--- config.mk ---
export PLATFORM = sky130hd
export DESIGN_NAME = dolphin_ctrl_flat
export DESIGN_NICKNAME = d
export VERILOG_FILES = /design/src/rtl/dolphin_pkg.sv /design/src/rtl/dolphin_if.sv /design/src/rtl/tick_gen.sv /design/src/rtl/dolphin_ctrl.sv /design/src/flat_wrapper.sv
export SDC_FILE = /design/constraint.sdc
export NUM_CORES = 1
export LEC_CHECK = 0
export CAP_MARGIN = 40
export CORE_UTILIZATION = 53
export DETAILED_ROUTE_END_ITERATION = 8
export GPL_TIMING_DRIVEN = 0
export PLACE_DENSITY = 0.82
export SLEW_MARGIN = 20
export SYNTH_ARGS = -nofsm -noshare
export SYNTH_HDL_FRONTEND = slang
export SYNTH_HIERARCHICAL = 1
export SYNTH_SLANG_ARGS = --single-unit
--- constraint.sdc ---
create_clock -name clk -period 6.6 [get_ports clk]
set_input_delay 1.32 -clock clk [delete_from_list [all_inputs] [get_ports clk]]
set_output_delay 1.32 -clock clk [all_outputs]
set_load 0.005 [all_outputs]
--- src/rtl/dolphin_pkg.sv ---
// Shared types and default sizing for the dolphin bounce controller.
package dolphin_pkg;

    typedef enum logic [2:0] {
        IDLE,
        LOAD,
        SETTLE,
        UP,
        DOWN
    } state_t;

    localparam int DEF_WIDTH    = 4;
    localparam int DEF_TICK_DIV = 4;
    localparam int DEF_BW       = 8;

endpackage

--- src/rtl/dolphin_if.sv ---
// Command/flag bus between the dolphin controller and the up/down counter.
interface dolphin_if #(
    parameter int WIDTH = 4
);

    logic             load_en;
    logic [WIDTH-1:0] count_to;
    logic             count_inc;
    logic             count_dec;
    logic             flag_max;
    logic             flag_min;

    modport master (
        output load_en, count_to, count_inc, count_dec,
        input  flag_max, flag_min
    );

    modport slave (
        input  load_en, count_to, count_inc, count_dec,
        output flag_max, flag_min
    );

endinterface

--- src/rtl/tick_gen.sv ---
// Free-running prescaler: one tick every TICK_DIV enabled cycles.
module tick_gen #(
    parameter int TICK_DIV = 4
) (
    input  logic clk,
    input  logic reset,
    input  logic clr,
    input  logic en,
    output logic tick
);

    localparam int CW = (TICK_DIV > 1) ? $clog2(TICK_DIV) : 1;
    localparam logic [CW-1:0] LAST = CW'(TICK_DIV - 1);

    logic [CW-1:0] cnt_q, cnt_d;

    always_comb begin
        tick  = en && !clr && (cnt_q == LAST);
        cnt_d = cnt_q;
        if (clr)
            cnt_d = '0;
        else if (en)
            cnt_d = tick ? '0 : cnt_q + 1'b1;
    end

    always_ff @(posedge clk) begin
        if (reset)
            cnt_q <= '0;
        else
            cnt_q <= cnt_d;
    end

endmodule

--- src/rtl/dolphin_ctrl.sv ---
// Drives the up/down counter back and forth between 0 and the limit,
// counting reversals and auto-stopping after bounce_max of them.
module dolphin_ctrl
    import dolphin_pkg::*;
#(
    parameter int WIDTH    = DEF_WIDTH,
    parameter int TICK_DIV = DEF_TICK_DIV,
    parameter int BW       = DEF_BW
) (
    input  logic             clk,
    input  logic             reset,
    input  logic             start,
    input  logic             stop,
    input  logic             limit_wr,
    input  logic [WIDTH-1:0] limit_in,
    input  logic [BW-1:0]    bounce_max,
    dolphin_if.master        bus,
    output logic             dir,
    output logic             busy,
    output logic [BW-1:0]    bounces,
    output logic             done
);

    state_t           state_q, state_d;
    logic [WIDTH-1:0] limit_q, limit_d;
    logic [BW-1:0]    bnc_q, bnc_d;
    logic             load_q, load_d;
    logic             inc_q, inc_d;
    logic             dec_q, dec_d;
    logic             dir_q, dir_d;
    logic             busy_q, busy_d;
    logic             done_q, done_d;
    logic             fin_q, fin_d;
    logic             run, tick, rev;

    assign run = (state_q == UP) || (state_q == DOWN);

    tick_gen #(.TICK_DIV(TICK_DIV)) u_tick (
        .clk   (clk),
        .reset (reset),
        .clr   (!run || stop || fin_q),
        .en    (run),
        .tick  (tick)
    );

    always_comb begin
        state_d = state_q;
        limit_d = limit_q;
        bnc_d   = bnc_q;
        load_d  = 1'b0;
        inc_d   = 1'b0;
        dec_d   = 1'b0;
        dir_d   = dir_q;
        done_d  = 1'b0;
        fin_d   = 1'b0;
        rev     = 1'b0;
        unique case (state_q)
            IDLE: begin
                if (limit_wr)
                    limit_d = limit_in;
                if (start && !stop) begin
                    state_d = LOAD;
                    load_d  = 1'b1;
                    bnc_d   = '0;
                    dir_d   = 1'b1;
                end
            end
            LOAD:   state_d = SETTLE;
            SETTLE: state_d = UP;
            UP, DOWN: begin
                // fin_q marks the cycle after the final reversal pulse
                if (fin_q) begin
                    state_d = IDLE;
                    done_d  = 1'b1;
                end else if (tick) begin
                    if (state_q == UP) begin
                        if (!bus.flag_max) begin
                            inc_d = 1'b1;
                        end else begin
                            dec_d   = 1'b1;
                            dir_d   = 1'b0;
                            state_d = DOWN;
                            rev     = 1'b1;
                        end
                    end else begin
                        if (!bus.flag_min) begin
                            dec_d = 1'b1;
                        end else begin
                            inc_d   = 1'b1;
                            dir_d   = 1'b1;
                            state_d = UP;
                            rev     = 1'b1;
                        end
                    end
                    if (rev) begin
                        bnc_d = bnc_q + 1'b1;
                        fin_d = (bounce_max != '0) && (bnc_d == bounce_max);
                    end
                end
            end
            default: state_d = IDLE;
        endcase
        if (stop && state_q != IDLE) begin
            state_d = IDLE;
            load_d  = 1'b0;
            inc_d   = 1'b0;
            dec_d   = 1'b0;
            done_d  = 1'b0;
            fin_d   = 1'b0;
        end
        busy_d = (state_d != IDLE);
    end

    always_ff @(posedge clk) begin
        if (reset) begin
            state_q <= IDLE;
            limit_q <= '1;
            bnc_q   <= '0;
            load_q  <= 1'b0;
            inc_q   <= 1'b0;
            dec_q   <= 1'b0;
            dir_q   <= 1'b1;
            busy_q  <= 1'b0;
            done_q  <= 1'b0;
            fin_q   <= 1'b0;
        end else begin
            state_q <= state_d;
            limit_q <= limit_d;
            bnc_q   <= bnc_d;
            load_q  <= load_d;
            inc_q   <= inc_d;
            dec_q   <= dec_d;
            dir_q   <= dir_d;
            busy_q  <= busy_d;
            done_q  <= done_d;
            fin_q   <= fin_d;
        end
    end

    assign bus.load_en   = load_q;
    assign bus.count_to  = limit_q;
    assign bus.count_inc = inc_q;
    assign bus.count_dec = dec_q;
    assign dir           = dir_q;
    assign busy          = busy_q;
    assign bounces       = bnc_q;
    assign done          = done_q;

endmodule
--- src/flat_wrapper.sv ---
// flat-port wrapper written by rule: the top's interface ports become plain ports
module dolphin_ctrl_flat import dolphin_pkg::*;
#(
    parameter int WIDTH    = DEF_WIDTH,
    parameter int TICK_DIV = DEF_TICK_DIV,
    parameter int BW       = DEF_BW
)
  (clk, reset, start, stop, limit_wr, limit_in, bounce_max, dir, busy, bounces, done, bus_load_en, bus_count_to, bus_count_inc, bus_count_dec, bus_flag_max, bus_flag_min);
  dolphin_if #(.WIDTH(WIDTH)) bus_i ();
  input  logic clk;
  input  logic reset;
  input  logic start;
  input  logic stop;
  input  logic limit_wr;
  input  logic [WIDTH-1:0] limit_in;
  input  logic [BW-1:0] bounce_max;
  output logic dir;
  output logic busy;
  output logic [BW-1:0] bounces;
  output logic done;
  output wire logic [$bits(bus_i.load_en)-1:0] bus_load_en;
  output wire logic [$bits(bus_i.count_to)-1:0] bus_count_to;
  output wire logic [$bits(bus_i.count_inc)-1:0] bus_count_inc;
  output wire logic [$bits(bus_i.count_dec)-1:0] bus_count_dec;
  input wire logic [$bits(bus_i.flag_max)-1:0] bus_flag_max;
  input wire logic [$bits(bus_i.flag_min)-1:0] bus_flag_min;
  assign bus_load_en = bus_i.load_en;
  assign bus_count_to = bus_i.count_to;
  assign bus_count_inc = bus_i.count_inc;
  assign bus_count_dec = bus_i.count_dec;
  assign bus_i.flag_max = bus_flag_max;
  assign bus_i.flag_min = bus_flag_min;
  dolphin_ctrl #(.WIDTH(WIDTH), .TICK_DIV(TICK_DIV), .BW(BW)) u_core (.clk(clk), .reset(reset), .start(start), .stop(stop), .limit_wr(limit_wr), .limit_in(limit_in), .bounce_max(bounce_max), .bus(bus_i), .dir(dir), .busy(busy), .bounces(bounces), .done(done));
endmodule
==> key figures <==
STA
  • F_max: 320 MHz
  • Min Tclk post-route: 3.13 ns
  • Max-slew violations: 0
  • Fin worst setup slack: roughly 3.5 ns
  • Setup TNS: 0 ns
  • Final Hold Vio Count: 0
  • Clock skew: 0.00890 ns
  • RSZ-0062 raised after global routing: no
  • Final Cycle Share: 0.474
  • Final Setup Violations: 0
  • Slew @ Worst Pin: 0.570 ns
  • Headroom to the max-slew limit: 0.620

Setup path
  • CP required: 6.86 ns
  • CP Buf/Inv Count: 1
  • CP peak stage delay: 0.45 ns
  • CP max FO: 8
  • CP delay by family, top: simple AND/OR/NAND/NOR gates
  • Critical setup path kind: input pin to register
  • CP Cell Sequence: clkdlybuf4s50_1 -> nor2_1 -> nand2_1 -> and3b_1 -> nor2b_1 -> nand2_2 -> a221o_1 -> a221oi_2
  • Worst endpoint data arrival time: between 3 and 4 ns
  • Worst setup SP type: input pin
  • Endpoint type of the worst setup path: register
  • Worst path slowest cell: clkdlybuf4s50_1

Die
  • Die Wd: 56.1 um
  • Rows: 19
  • Core area: 2760 um2
  • Die area: 3150 um2
  • Die Y: between 50 and 60 um
  • Initial core utilization: 0.562
  • Ports: 37

Yosys
  • Mapped Area: 1550 um2
  • Mean Syn Cell Area: approximately 8.6 um2
  • Yosys cell types: 60
  • Async SR Flop Fraction: 0
  • Post-synth EDFFs: 0
  • YS warnings: 6
  • Synth Flop Type: dfxtp_1
  • Post-synthesis sequential element count: 24
  • Synthesized net count: 202
  • Largest area contributor in the netlist: dfxtp_1
  • Post-synth top area share: 0.310
  • Synth top area cells: dfxtp_1 31%, nor2_1 4.1%, a211o_1 2.8%, xnor2_1 2.8%, inv_1 2.7%
  • Mapped Cells: 181
  • Register area share after synthesis: 0.310

CTS
  • Clk sinks: 24
  • CTS buffer count: 3
  • Post-CTS resize count: 0
  • Hold-fix buffer count after cts: 0
  • Postcts setup bufs: 0
  • CTS tree: yes
  • Clock Path Buffers: 2
  • Clk root buf: clkbuf_4
  • Clk Latency, worst-skew pair: 0.33 ns
  • Clk slew on worst S/H paths: 0.14 ns
  • H-tree levels: 1

Power and ir drop
  • Max VDD drop: 0.182 mV
  • Combinational Power Share: 0.129
  • Total power: between 200 and 300 uW
  • Pwr dens: 148 nW/um2
  • Leakage power: 0.763 nW
  • Flop pwr share: 0.503
  • Internal Power: roughly 230 uW
  • Switch share: 0.221
  • P_sw: 65.2 uW
  • Clk pwr share: 0.368

Global routing
  • First-pass GRT wire length: 6.53 mm
  • GRT overflow: 0
  • Vias in the first global route: ~1600
  • Pin count of the biggest net entering global routing: 15
  • Number of antenna violations at the first check in global routing: 0
  • Tot GR Track Use: 0.259

Cells and area
  • ANT cells: 0
  • Final Net Count: 243
  • Fill count: 217
  • Final instance area: 2000 um2
  • Synthesis-to-finish area growth: 29.1%
  • Commonest non-fill, non-tap cells in the layout: 36 x clkdlybuf4s50_1, 24 x dfxtp_1, 17 x nor2_1, 11 x inv_1, 8 x nand3_1
  • Commonest non-fill, non-tap cell in the layout: clkdlybuf4s50_1
  • Layout cells sized above 1: 0.0905

Detailed routing
  • Vias per std cell: 6.35
  • Drt drc: 0
  • Total number of vias: 1600
  • Initial DRT Pass Iterations: 6
  • Avg WL per Cell: 15.5 um
  • DR iter-0 viols: 44
  • Drt total wl: 3.91 mm
  • ANT nets after route: 0

Run
  • Max_cap viols: 0

Placement
  • DP Area: 1950 um2
  • PortBufs: 36
  • Gpl congestion: 0.907
  • DP HPWL: approximately 2.9 mm
  • Pre-CTS setup slack: 3.13 ns

Min path
  • Hold Path Class: register to register

Outcome
  • Status: completed
-- metal layers --
layer,track usage,vias to the layer above,routed length [um]
met2,0.463,71,1960
met1,0.296,758,1660
met3,0.0326,10,200
met4,0.143,0,92
li1,-,761,-
met5,0,-,0
-- area by class of cell --
| class | count | area [um2] | share of cell area |
|---|---|---|---|
| timing repair buffer | 36 | 360 | 0.180 |
| clock inverter | 1 | 30.0 | 0.0150 |
| tap | 31 | 38.8 | 0.0194 |
| multi-input combinational | 139 | 977 | 0.488 |
| buffer | 7 | 51.3 | 0.0256 |
| sequential | 24 | 480 | 0.240 |
| inverter | 11 | 41.3 | 0.0206 |
| clock buffer | 3 | 22.5 | 0.0113 |
-- path summary, 6_finish.rpt --
path / end / start / depth (start not counted) / slack (ns)
setup / recovery: u_core/bounces[6] / stop / 8 / 3.47
hold / removal: u_core/bus.count_to[2] / u_core/bus.count_to[2] / 1 / 0.48
setup reg to reg: u_core/bounces[6] / u_core/state_q[2] / 9 / 3.78
hold reg to reg: u_core/bus.count_to[2] / u_core/bus.count_to[2] / 1 / 0.48
-- cell usage after synthesis, types with 2 or more instances --
library cell	n
mux2i_1	3
nor3_1	2
xnor2_1	5
nand2_1	7
buf_2	2
dfxtp_1	24
or3_1	4
o21a_1	3
clkbuf_1	2
a211o_1	5
o211a_1	2
o32ai_1	3
and3_1	2
o21ai_0	5
o31ai_1	2
nand3b_1	2
ha_1	2
buf_6	3
a221oi_1	2
nand3_1	8
xor2_1	3
nand2_2	2
nand2b_1	5
a211oi_1	5
nor2_1	17
inv_1	11
a31oi_1	3
nor3b_1	2
and2_1	5
o211ai_1	4
and3b_1	2
nor2b_1	3
a21oi_1	3
or3b_1	2
-- state kept, by name (all words and copies together), names as in the netlist, 2 cells and up --
name                 flops
u_core/state_q           3
u_core/bounces           8
u_core/bus.count_to      4
u_core/u_tick/cnt_q      2
-- kinds of logic after synthesis --
family                     after synthesis  synth area share
buffers and inverters                   18            0.0597
DFF                                     24             0.310
and+or+nand+nor                         75             0.287
xor gates and xnor gates                 8            0.0452
muxes                                    3            0.0194
AOI/OAI and AO/OA                       51             0.263
adders and majority gates                2            0.0161
-- power groups by stage --
stage          logic, mW  registers [mW]  clock network [mW]
3_5_place_dp      0.0377           0.152                   0
4_1_cts           0.0380           0.149               0.112
5_1_grt           0.0414           0.149               0.115
2_1_floorplan     0.0159           0.152                   0
6_report          0.0382           0.149               0.109
3_3_place_gp      0.0369           0.152                   0
-- worst reg2reg max path: cells and delay by family, from the launching register on --
family	cells	cell delay, ns
DFF	1	0.38
AOI/OAI and AO/OA	2	0.65
buffers and inverters	1	0.19
and+or+nand+nor	6	1.52
-- metrics by stage --
step	utilization	hold slack, ns	instances
3_5_place_dp	0.707	0.449	248
2_1_floorplan	-	0.461	181
3_3_place_gp	0.707	0.444	248
5_1_grt	0.726	0.502	252
4_1_cts	0.726	0.481	252
6_report	0.726	0.482	252
Power figures use the tool's default switching activity.
